### src/rtl/pipe_pkg.sv
// Shared pipeline types: handshake state encoding, per-boundary payload structs
// and the masks naming which payload bits must read as zero in a bubble.
package pipe_pkg;

  // Encoding equals the number of held entries, so occupancy is the state itself.
  typedef enum logic [1:0] {
    EMPTY = 2'd0,
    ONE   = 2'd1,
    TWO   = 2'd2
  } pipe_state_t;

  typedef struct packed {
    logic [31:0] pc;
    logic [31:0] pc_plus4;
    logic [31:0] instr;
  } fd_payload_t;

  typedef struct packed {
    logic        reg_write;
    logic        mem_write;
    logic        mem_read;
    logic        jump;
    logic        branch;
    logic [1:0]  result_src;
    logic [2:0]  alu_ctrl;
    logic        alu_src;
    logic [4:0]  rs1;
    logic [4:0]  rs2;
    logic [4:0]  rd;
    logic [31:0] rd1;
    logic [31:0] rd2;
    logic [31:0] imm_ext;
    logic [31:0] pc;
    logic [31:0] pc_plus4;
  } de_payload_t;

  typedef struct packed {
    logic        reg_write;
    logic        mem_write;
    logic [1:0]  result_src;
    logic [4:0]  rd;
    logic [31:0] alu_result;
    logic [31:0] write_data;
    logic [31:0] pc_plus4;
  } em_payload_t;

  typedef struct packed {
    logic        reg_write;
    logic [1:0]  result_src;
    logic [4:0]  rd;
    logic [31:0] alu_result;
    logic [31:0] read_data;
    logic [31:0] pc_plus4;
  } mw_payload_t;

  function automatic de_payload_t de_clear_mask();
    de_payload_t m;
    m           = '0;
    m.reg_write = 1'b1;
    m.mem_write = 1'b1;
    m.mem_read  = 1'b1;
    m.jump      = 1'b1;
    m.branch    = 1'b1;
    return m;
  endfunction

  function automatic em_payload_t em_clear_mask();
    em_payload_t m;
    m           = '0;
    m.reg_write = 1'b1;
    m.mem_write = 1'b1;
    return m;
  endfunction

  function automatic mw_payload_t mw_clear_mask();
    mw_payload_t m;
    m           = '0;
    m.reg_write = 1'b1;
    return m;
  endfunction

  // Fetch/decode carries no side-effecting bits.
  localparam fd_payload_t FD_CLEAR_MASK = '0;
  localparam de_payload_t DE_CLEAR_MASK = de_clear_mask();
  localparam em_payload_t EM_CLEAR_MASK = em_clear_mask();
  localparam mw_payload_t MW_CLEAR_MASK = mw_clear_mask();

endpackage

### src/rtl/pipe_stage_reg.sv
// Generic pipeline stage register: valid/ready handshake, synchronous flush,
// optional 2-entry skid buffer, and masking of side-effect bits in bubbles.
module pipe_stage_reg
  import pipe_pkg::*;
#(
  parameter int                    DATA_WIDTH  = 32,
  parameter int                    SKID        = 1,
  parameter logic [DATA_WIDTH-1:0] CLEAR_MASK  = '0,
  parameter logic [DATA_WIDTH-1:0] RESET_VALUE = '0
) (
  input  logic                  clk,
  input  logic                  rst,
  input  logic                  flush,
  input  logic                  in_valid,
  output logic                  in_ready,
  input  logic [DATA_WIDTH-1:0] in_data,
  output logic                  out_valid,
  input  logic                  out_ready,
  output logic [DATA_WIDTH-1:0] out_data,
  output logic [1:0]            occupancy
);

  logic [DATA_WIDTH-1:0] main_q;

  generate
    if (SKID != 0) begin : g_skid
      pipe_state_t           state_q;
      pipe_state_t           state_d;
      logic [DATA_WIDTH-1:0] skid_q;
      logic                  in_ready_q;
      logic                  in_fire;
      logic                  out_fire;

      assign in_fire  = in_valid & in_ready_q;
      assign out_fire = (state_q != EMPTY) & out_ready;

      always_comb begin
        state_d = state_q;
        case (state_q)
          EMPTY: if (in_fire) state_d = ONE;
          ONE: begin
            if (in_fire && !out_fire)      state_d = TWO;
            else if (!in_fire && out_fire) state_d = EMPTY;
          end
          TWO:     if (out_fire) state_d = ONE;
          default: state_d = EMPTY;
        endcase
      end

      // in_ready is a flop tracking the next state, so it never sees out_ready combinationally.
      always_ff @(posedge clk) begin
        if (rst) begin
          state_q    <= EMPTY;
          in_ready_q <= 1'b1;
          main_q     <= RESET_VALUE;
          skid_q     <= RESET_VALUE;
        end else if (flush) begin
          state_q    <= EMPTY;
          in_ready_q <= 1'b1;
        end else begin
          state_q    <= state_d;
          in_ready_q <= (state_d != TWO);
          case (state_q)
            EMPTY: if (in_fire) main_q <= in_data;
            ONE: begin
              if (in_fire && out_fire) main_q <= in_data;
              else if (in_fire)        skid_q <= in_data;
            end
            TWO:     if (out_fire) main_q <= skid_q;
            default: ;
          endcase
        end
      end

      assign in_ready  = in_ready_q;
      assign out_valid = (state_q != EMPTY);
      assign occupancy = state_q;
    end else begin : g_reg
      logic valid_q;
      logic in_fire;
      logic out_fire;

      assign in_ready = ~valid_q | out_ready;
      assign in_fire  = in_valid & in_ready;
      assign out_fire = valid_q & out_ready;

      always_ff @(posedge clk) begin
        if (rst) begin
          valid_q <= 1'b0;
          main_q  <= RESET_VALUE;
        end else if (flush) begin
          valid_q <= 1'b0;
        end else if (in_fire) begin
          valid_q <= 1'b1;
          main_q  <= in_data;
        end else if (out_fire) begin
          valid_q <= 1'b0;
        end
      end

      assign out_valid = valid_q;
      assign occupancy = {1'b0, valid_q};
    end
  endgenerate

  // Bubbles keep stale payload but must not carry live control bits downstream.
  assign out_data = out_valid ? main_q : (main_q & ~CLEAR_MASK);

endmodule

### config.mk
export PLATFORM = sky130hd
export DESIGN_NAME = pipe_stage_reg
export DESIGN_NICKNAME = d
export VERILOG_FILES = /design/src/rtl/pipe_pkg.sv /design/src/rtl/pipe_stage_reg.sv
export SDC_FILE = /design/constraint.sdc
export NUM_CORES = 1
export LEC_CHECK = 0
export ABC_AREA = 1
export BUFFER_PORTS_ARGS = -buffer_cell sky130_fd_sc_hd__buf_2
export CAP_MARGIN = 15
export CORE_MARGIN = 2
export CORE_UTILIZATION = 31
export CTS_CLUSTER_SIZE = 25
export DETAILED_ROUTE_END_ITERATION = 8
export PLACE_DENSITY = 0.54
export SYNTH_ARGS = -nofsm -noshare
export SYNTH_HDL_FRONTEND = slang
export SYNTH_SLANG_ARGS = --single-unit
### constraint.sdc
create_clock -name clk -period 1.9 [get_ports clk]
set_input_delay 0.19 -clock clk [delete_from_list [all_inputs] [get_ports clk]]
set_output_delay 0.19 -clock clk [all_outputs]
set_load 0.1 [all_outputs]
== After elaboration in Yosys (flattened, before gate mapping) ==
Cells that the tools add are included.

* Reductions and logical operators: 11
* Muxes and demuxes: 9
* Equality and inequality tests: 6
* Bitwise logic cells: 4

{| class="wikitable"
|+ Operators with widths
! cell !! count
|-
| $mux W32 || 3
|-
| $pmux W32 S3 || 1
|-
| $mux W2 || 4
|-
| $ne A2 B2 Y1 const B || 4
|-
| $pmux W2 S3 || 1
|-
| $reduce_and A5 Y1 || 1
|-
| $reduce_and A4 Y1 || 1
|-
| $logic_and A1 B1 Y1 || 3
|-
| $reduce_bool A3 Y1 || 1
|-
| $and A1 B1 Y1 || 2
|-
| $eq A2 B1 Y1 const B || 1
|-
| $eq A2 B2 Y1 const B || 1
|-
| $logic_not A1 Y1 || 2
|-
| $logic_not A2 Y1 || 1
|-
| $not A1 Y1 || 2
|-
| $reduce_bool A2 Y1 || 1
|-
| $reduce_or A2 Y1 || 1
|}

* Bits in registers: 67
* Word-level logic and storage cells: 34
* Bits of input ports: 37
* Output and inout port bits: 36

== Logic depth before layout (Yosys ltp) ==
Gate-level depths: netlist of run 1.

* Depth in word-level cells: 7
* Depth in mapped cells: 8
* Mapped depth without buffers: 7

== Least setup slack after synthesis of run 1 ==
Ideal clock, no wire load.

* Path type: register to register
* From: register g_skid.state_q[1] (netlist: occupancy[1])
* To: register main_q[15] (netlist: out_data[15])
* Required time: 1.787 ns
* Period minus slack after synthesis: 2.219 ns
* Stages on the path, launching flop included: 9
* Data arrival time: 2.106 ns
* Path buffers: 1
* Library setup time: 0.113 ns
* Slack: -0.319 ns
* Path through: dfxtp_1 inv_2 nand2_2 nand2_2 nand3_4 buf_6 nand2_1 nand2_1 nor2_1

* Word-level cells in the longest chain between the ends: 5
* Elaborated cells between the ends (all ways): 12
* Those cells by class: eq/ne: 5; mux: 1; bitwise: 1; reduce/logical: 5

{| class="wikitable"
|+ RTL lines
! element !! RTL line !! text
|-
| start, declared || pipe_stage_reg.sv:27 || <nowiki>pipe_state_t state_q;</nowiki>
|-
| start signal, assigned || pipe_stage_reg.sv:61 || <nowiki>state_q <= state_d;</nowiki>
|-
| $reduce_bool A2 Y1 * || - ||
|-
| named net out_valid || pipe_stage_reg.sv:17 || <nowiki>output logic out_valid,</nowiki>
|-
| $and A1 B1 Y1 * || pipe_stage_reg.sv:35 || <nowiki>assign out_fire = (state_q != EMPTY) & out_ready;</nowiki>
|-
| $logic_and A1 B1 Y1 || pipe_stage_reg.sv:66 || <nowiki>if (in_fire && out_fire) main_q <= in_data;</nowiki>
|-
| $ne A2 B2 Y1 (no source line) || - ||
|-
| $reduce_and A5 Y1 (no source line) * || - ||
|-
| end signal, assigned || pipe_stage_reg.sv:64 || <nowiki>EMPTY: if (in_fire) main_q <= in_data;</nowiki>
|-
| end signal, assigned || pipe_stage_reg.sv:66 ||
|-
| end signal, assigned || pipe_stage_reg.sv:69 || <nowiki>TWO: if (out_fire) main_q <= skid_q;</nowiki>
|-
| end, declared || pipe_stage_reg.sv:23 || <nowiki>logic [DATA_WIDTH-1:0] main_q;</nowiki>
|}

Mark *: on every way through the listed nets, which the timed path passes. The rest lies on a longest branch.
A chain may end at the register's enable or synchronous reset.

== Worst setup path in the final report of run 1 ==
* From: register g_skid.state_q[1] (netlist: occupancy[1])
* To: register g_skid.skid_q[16]

* Word-level cells in the longest chain between the ends: 5
* Elaborated cells between the ends (all ways): 6
* Those cells by class: eq/ne: 1; bitwise: 2; reduce/logical: 3

{| class="wikitable"
|+ RTL lines
! element !! RTL line !! text
|-
| $reduce_bool A2 Y1 || pipe_stage_reg.sv:35 ||
|-
| $and A1 B1 Y1 || pipe_stage_reg.sv:35 ||
|-
| $logic_and A1 B1 Y1 || pipe_stage_reg.sv:66 ||
|-
| $not A1 Y1 (no source line) || - ||
|-
| $reduce_and A4 Y1 (no source line) * || - ||
|-
| end signal, assigned || pipe_stage_reg.sv:67 || <nowiki>else if (in_fire) skid_q <= in_data;</nowiki>
|-
| end, declared || pipe_stage_reg.sv:29 || <nowiki>logic [DATA_WIDTH-1:0] skid_q;</nowiki>
|}

Mark *: on every way between the ends. The rest lies on a longest branch, timed or not.

==> out/metrics.csv, run 1 <==
stage,metric,value,unit
clock_tree,cts_resized,0,
setup_path,crit_type,reg2reg,
status,status,"finished, final reports clean",
route,drcViolationCount,0,
setup_path,r2r_cells,8,
clock_tree,cts_sinks,67,
grt,gr-total-overflow,0,
floorplanning,ioPinCount,73,
setup_path,cp.required,2180,ps
route,wl_per_cell,9.40,um
pwr,power.total,3400,uW
setup_path,timing.rr.end,g_skid.skid_q[16],
floorplanning,fp.dieArea,0.0110,sq mm
route,num_vias,2837,
min_path,hold_class,in2reg,
min_path,hold_path.startpoint,in_data[19],
setup_path,worstPathArrival,1750,ps
timing,max_freq,679,MHz
timing,rsz0062_at_grt,false,
pwr,leakagePower,0.00215,uW
timing,hold_violations,0,
min_path,hold_end,g_skid.skid_q[19],
synth,ys_seq_area_frac,0.427,
synth,synth_warnings,0,
route,drt_first_pass_iters,4,
setup_path,r2r_slack,430,ps
timing,setup_viol,0,
floorplanning,rows,36,
floorplanning,start_util,0.320,
clock_tree,cts_setup_buffers,0,
timing,period_share,0.775,
grt,track_usage,0.128,
run,cap_violations,0,
timing,finalSetupTns,0,ps
synth,synth.distinct_cells,17,
setup_path,cp_max_fo,34,
setup_path,r2r-start,occupancy[1],
synth,syn-cell-area,0.00314,sq mm
min_path,hold_depth,3,
synth,syn_inst,501,
synth,synth_area_leaders,"dfxtp_1 (43%), nand2_1 (19%), nor2_1 (16%)",
timing,fin_skew,8.34,ps
clock_tree,cts_buffers,9,
timing,slew_violations,0,
final_layout,diodes,0,
clock_tree,cts_tree,built,
pwr,powerDensity,904,mW/mm^2
synth,yosys_register_bits,67,
clock_tree,cts_root_buf,clkbuf_8,
floorplanning,die_w,105,um
grt,grt_first_pass_wirelength,11.6,mm
placement,portBuffers,72,
clock_tree,cts.path.max_buffers,2,
grt,grt_pass1_vias,2612,
setup_path,cp-start-kind,register,
final_layout,drive_gt1_frac,0.191,
clock_tree,path_clk_slew,90,ps
clock_tree,clock_latency,340,ps
timing,timing.slew.headroom,0.674,
pwr,peakVddDrop,409,uV
setup_path,end_kind,register,
synth,avgSynthCellArea,6.27,sq um
timing,tightest_slew,492,ps
route,initialDrtViolationCount,75,
timing,period_needed,1470,ps
placement,gp_congestion,0.791,
placement,dp.final_hpwl,4.51,mm
clock_tree,h-tree-depth,3,
floorplanning,die_h,105,um
synth,synth.largest_area_cell,dfxtp_1,
grt,grt_max_degree,36,
final_layout,area_growth_syn_to_layout,19.7,%
clock_tree,hold_buffers,0,
timing,holdWs,81.6,ps
grt,antenna_found_initial,0,
route,ant_nets,0,
route,wl,6.62,mm
synth,yosysTopAreaCellShare,0.427,
final_layout,layout.nets,603,
synth,synth_nets,538,
floorplanning,coreArea,0.00982,sq mm
route,vias_per_cell,4.03,
-- final cells by class --
| class | count | area [sq um] |
|---|---|---|
| Clock buffer | 9 | 124 |
| Clock inverter | 7 | 76.3 |
| Fill cell | 1101 | 6060 |
| Inverter | 72 | 270 |
| Multi-Input combinational cell | 337 | 1360 |
| Sequential cell | 67 | 1340 |
| Tap cell | 133 | 166 |
| Timing Repair Buffer | 79 | 425 |
-- cell usage after synthesis --
| master | n |
|---|---|
| a21oi_1 | 2 |
| dfxtp_1 | 67 |
| buf_6 | 7 |
| o21ai_1 | 5 |
| clkbuf_1 | 7 |
| nor2_1 | 131 |
| nand2_2 | 5 |
| inv_2 | 4 |
| o21ai_0 | 27 |
| buf_2 | 3 |
| clkbuf_2 | 2 |
| nand3_4 | 2 |
| nand3_1 | 1 |
| nor2_4 | 1 |
| buf_4 | 6 |
| nand2_1 | 163 |
| inv_1 | 68 |
-- how the worst max path moves through the flow --
stage,start,endpoint,cells after the start
2_1_floorplan,occupancy[1],out_data[15],8
3_3_place_gp,occupancy[1],g_skid.skid_q[24],7
3_5_place_dp,occupancy[1],g_skid.skid_q[16],8
4_1_cts,occupancy[1],g_skid.skid_q[16],8
5_1_grt,occupancy[1],g_skid.skid_q[12],8
6_report,occupancy[1],g_skid.skid_q[16],8
-- cell families (layout without fill, tap and decap cells) --
group,count (synthesis),in the layout,share of synthesized area
AND/OR/NAND/NOR,303,303,0.377
AO/OA/AOI/OAI,34,34,0.0541
flip-flops,67,67,0.427
buffers and inverters,97,167,0.142
-- stage by stage --
stage | cell area, sq um | setup slack [ps] | std cells | utilization
2_1_floorplan | 3150 | 24.9 | 501 | -
4_1_cts | 3760 | 396 | 704 | 0.383
5_1_grt | 3760 | 273 | 704 | 0.383
6_report | 3760 | 428 | 704 | 0.383
3_5_place_dp | 3560 | 411 | 688 | 0.363
3_3_place_gp | 3560 | 471 | 688 | 0.363
-- registers in the layout, summed over array words and instances, names as in the netlist --
signal	flops
g_skid.skid_q	32
out_data	32
occupancy	2
in_ready	1
-- placed cells by master (no fill, tap or decap), types with 2 or more instances in the layout --
cell,instances
nand3_4,2
nand2_1,163
inv_2,4
clkbuf_8,9
buf_4,6
buf_2,72
o21ai_1,5
clkinvlp_4,2
nor2_1,131
a21oi_1,2
inv_6,2
inv_1,68
nand2_2,5
dfxtp_2,2
o21ai_0,27
dfxtp_1,65
-- worst max-delay path: stages (launching register included) --
cell     delay [ps]
dfxtp_2         340
inv_2            70
nand2_2          70
nor2_4          130
nand3_4         290
buf_12          290
nand2_1          70
nand2_1          40
nor2_1           90
-- layer usage --
layer,global-route usage,share of wire,vias to the layer above
met5,0,0,-
met4,0.0486,0.018,0
met3,0.0331,0.042,11
met2,0.198,0.43,53
met1,0.170,0.51,1190
li1,-,-,1583
-- power breakdown --
part           switching [uW]  total [uW]  internal (uW)
registers                24.4        1490           1460
logic                     567         706            139
clock network             593        1210            615
total                    1180        3400           2220
(Power assumes the default switching activity.)
==> run 2, diff against run 1 <==
--- a/config.mk
+++ b/config.mk
@@ -5,14 +5,14 @@
 export SDC_FILE = /design/constraint.sdc
 export NUM_CORES = 1
 export LEC_CHECK = 0
-export ABC_AREA = 1
+export ABC_AREA = 0
 export BUFFER_PORTS_ARGS = -buffer_cell sky130_fd_sc_hd__buf_2
 export CAP_MARGIN = 15
 export CORE_MARGIN = 2
 export CORE_UTILIZATION = 31
 export CTS_CLUSTER_SIZE = 25
 export DETAILED_ROUTE_END_ITERATION = 8
-export PLACE_DENSITY = 0.54
+export PLACE_DENSITY = 0.55
 export SYNTH_ARGS = -nofsm -noshare
 export SYNTH_HDL_FRONTEND = slang
 export SYNTH_SLANG_ARGS = --single-unit
==> constraint.sdc (replaced) <==
create_clock -name clk -period 1.54 [get_ports clk]
set_input_delay 0.154 -clock clk [delete_from_list [all_inputs] [get_ports clk]]
set_output_delay 0.154 -clock clk [all_outputs]
set_load 0.1 [all_outputs]
==> out/metrics.csv, run 2 <==
stage,metric,value,unit
status,status,"finished, final reports clean",
final_layout,diodes,0,
route,drcViolationCount,0,
route,num_vias,2112,
placement,dp.final_hpwl,4.03,mm
grt,grt_first_pass_wirelength,9.74,mm
setup_path,cp_max_fo,19,
synth,synth_ff_type,dfxtp_1,
synth,synth_warnings,0,
pwr,netSwitchingFraction,0.350,
min_path,hold_class,in2reg,
clock_tree,cts_sinks,67,
clock_tree,h-tree-depth,3,
timing,slew_violations,0,
pwr,leakagePower,0.00186,uW
clock_tree,cts.path.max_buffers,2,
setup_path,worstPathArrival,1690,ps
min_path,hold_end,occupancy[1],
setup_path,cp-start-kind,register,
synth,synth_area_leaders,"dfxtp_1 (49%), mux2i_1 (23%), nor2_1 (9.0%)",
placement,portBuffers,72,
setup_path,timing.rr.end,g_skid.skid_q[6],
final_layout,utilization,0.396,
placement,placed_cells,432,
pwr,p_int,2620,uW
min_path,hold_depth,2,
clock_tree,cts_tree,built,
grt,track_usage,0.125,
floorplanning,coreArea,0.00868,sq mm
timing,setup_slack,60.2,ps
pwr,peakVddDrop,628,uV
synth,synth.distinct_cells,22,
timing,rsz0062_at_grt,true,
synth,avgSynthCellArea,10.4,sq um
setup_path,end_kind,register,
run,cap_violations,0,
grt,gr-total-overflow,0,
setup_path,cp.required,1750,ps
route,ant_nets,0,
grt,grt_pass1_vias,1986,
timing,tightest_slew,501,ps
final_layout,fillCellCount,902,
final_layout,area_growth_syn_to_layout,24.2,%
final_layout,mostFrequentLayoutCell,buf_2,
synth,synth_most_common_cell,dfxtp_1,
placement,gp_congestion,0.716,
setup_path,r2r-start,occupancy[1],
route,wl,6.15,mm
timing,hold_violations,0,
pwr,pwr-share-seq,0.459,
synth,synth.largest_area_cell,dfxtp_1,
min_path,hold_path.startpoint,out_ready,
timing,fin_skew,10.3,ps
floorplanning,rows,34,
floorplanning,fp.dieArea,0.00969,sq mm
clock_tree,cts_buffers,9,
clock_tree,cts_root_buf,clkbuf_8,
timing,timing.slew.headroom,0.668,
final_layout,layout.nets,375,
setup_path,crit_type,reg2reg,
route,drt_first_pass_iters,4,
pwr,combPwrFrac,0.229,
synth,ys_async_sr_fraction,0,
synth,ys_seq_area_frac,0.485,
floorplanning,start_util,0.318,
timing,max_freq,676,MHz
synth,yosysTopAreaCellShare,0.485,
final_layout,final_cell_count_no_fill,450,
floorplanning,die_h,98.4,um
grt,antenna_found_initial,0,
synth,syn_inst,265,
timing,setup_viol,0,
pwr,clkPwrFrac,0.312,
pwr,powerDensity,1170,mW/mm^2
clock_tree,hold_buffers,0,
placement,place_area,0.00322,sq mm
setup_path,r2r_slack,60,ps
timing,period_share,0.961,
floorplanning,ioPinCount,73,
route,wl_per_cell,13.7,um
grt,grt_max_degree,39,
final_layout,final_cell_mix,"buf_2 (72), nor2_1 (66), mux2i_1 (64), dfxtp_1 (64), a211oi_1 (32)",
synth,synth_nets,302,
setup_path,r2r_cells,4,
synth,syn-cell-area,0.00276,sq mm
final_layout,final_area,0.00343,sq mm
synth,synth-edff-count,0,
synth,yosys_register_bits,67,
route,initialDrtViolationCount,38,
timing,period_needed,1480,ps
pwr,p_switching,1410,uW
placement,post-place-ws,38.0,ps
synth,synth_commonest_cells,"dfxtp_1 (67), nor2_1 (66), mux2i_1 (64)",
floorplanning,die_w,98.4,um
route,vias_per_cell,4.69,
final_layout,drive_gt1_frac,0.310,
clock_tree,clock_latency,330,ps
clock_tree,path_clk_slew,70,ps
==> run 2: kinds of logic (layout without fill, tap and decap cells) <==
kind of cell / after synthesis / after routing / share of synthesized area
flip-flops: 67 / 67 / 0.485
multiplexers: 64 / 64 / 0.232
AND/OR/NAND/NOR: 76 / 76 / 0.118
buffers and inverters: 21 / 98 / 0.0602
AO/OA/AOI/OAI: 37 / 37 / 0.105
==> run 2: what timing repair did <==
action,CTS,global route
setup buffers,0,2
hold endpoints to repair,0,0
endpoints found under the setup margin,0,29
resized for setup,0,2
==> run 2: worst max path at each step <==
stage                       from                end  slack, ps
floorplan               in_ready  g_skid.skid_q[10]       -160
global placement    occupancy[1]   g_skid.skid_q[5]         70
detailed placement      in_ready   g_skid.skid_q[5]         40
CTS                     in_ready   g_skid.skid_q[5]         20
global route        occupancy[1]       out_data[26]        -30
finish              occupancy[1]   g_skid.skid_q[6]         60
==> run 2: per-stage QoR <==
| stage | total power [uW] | hold WS, ps | setup TNS, ps |
|---|---|---|---|
| after detailed placement | 2800 | 378 | 0 |
| after CTS | 4080 | 11.8 | 0 |
| final | 4030 | 28.7 | 0 |
| after global placement | 2790 | 368 | 0 |
| after floorplan | 2620 | 216 | -4880 |
| after global routing | 4230 | 44.6 | -232 |
==> run 2: metal layers <==
metal / vias to the layer above / share of wire / global-route usage / wire (um)
met1: 966 / 0.48 / 0.168 / 2920
li1: 1086 / - / - / -
met3: 6 / 0.063 / 0.0461 / 389
met2: 54 / 0.45 / 0.188 / 2790
met4: 0 / 0.0078 / 0.0379 / 48
met5: - / 0 / 0 / 0
==> run 2: final cells by class <==
type / instances / area [sq um] / share of cell area
clock buffer: 10 / 138 / 0.0401
clock inverter: 5 / 30.0 / 0.00875
multi-input combinational: 177 / 1260 / 0.368
sequential: 67 / 1350 / 0.394
tap: 108 / 135 / 0.0394
timing repair buffer: 83 / 514 / 0.150
==> run 2: critical path: stages, from the launching register on <==
cell and delay [ps]:
dfxtp_4 380, or4_4 570, buf_12 190, mux2i_1 160
nor2_1 50
==> run 2: power by group through the flow <==
stage | logic [uW] | clock network, uW | registers [uW]
2_1_floorplan | 223 | 0 | 2390
3_3_place_gp | 907 | 0 | 1880
3_5_place_dp | 910 | 0 | 1890
4_1_cts | 911 | 1320 | 1850
5_1_grt | 972 | 1400 | 1860
6_report | 923 | 1260 | 1850
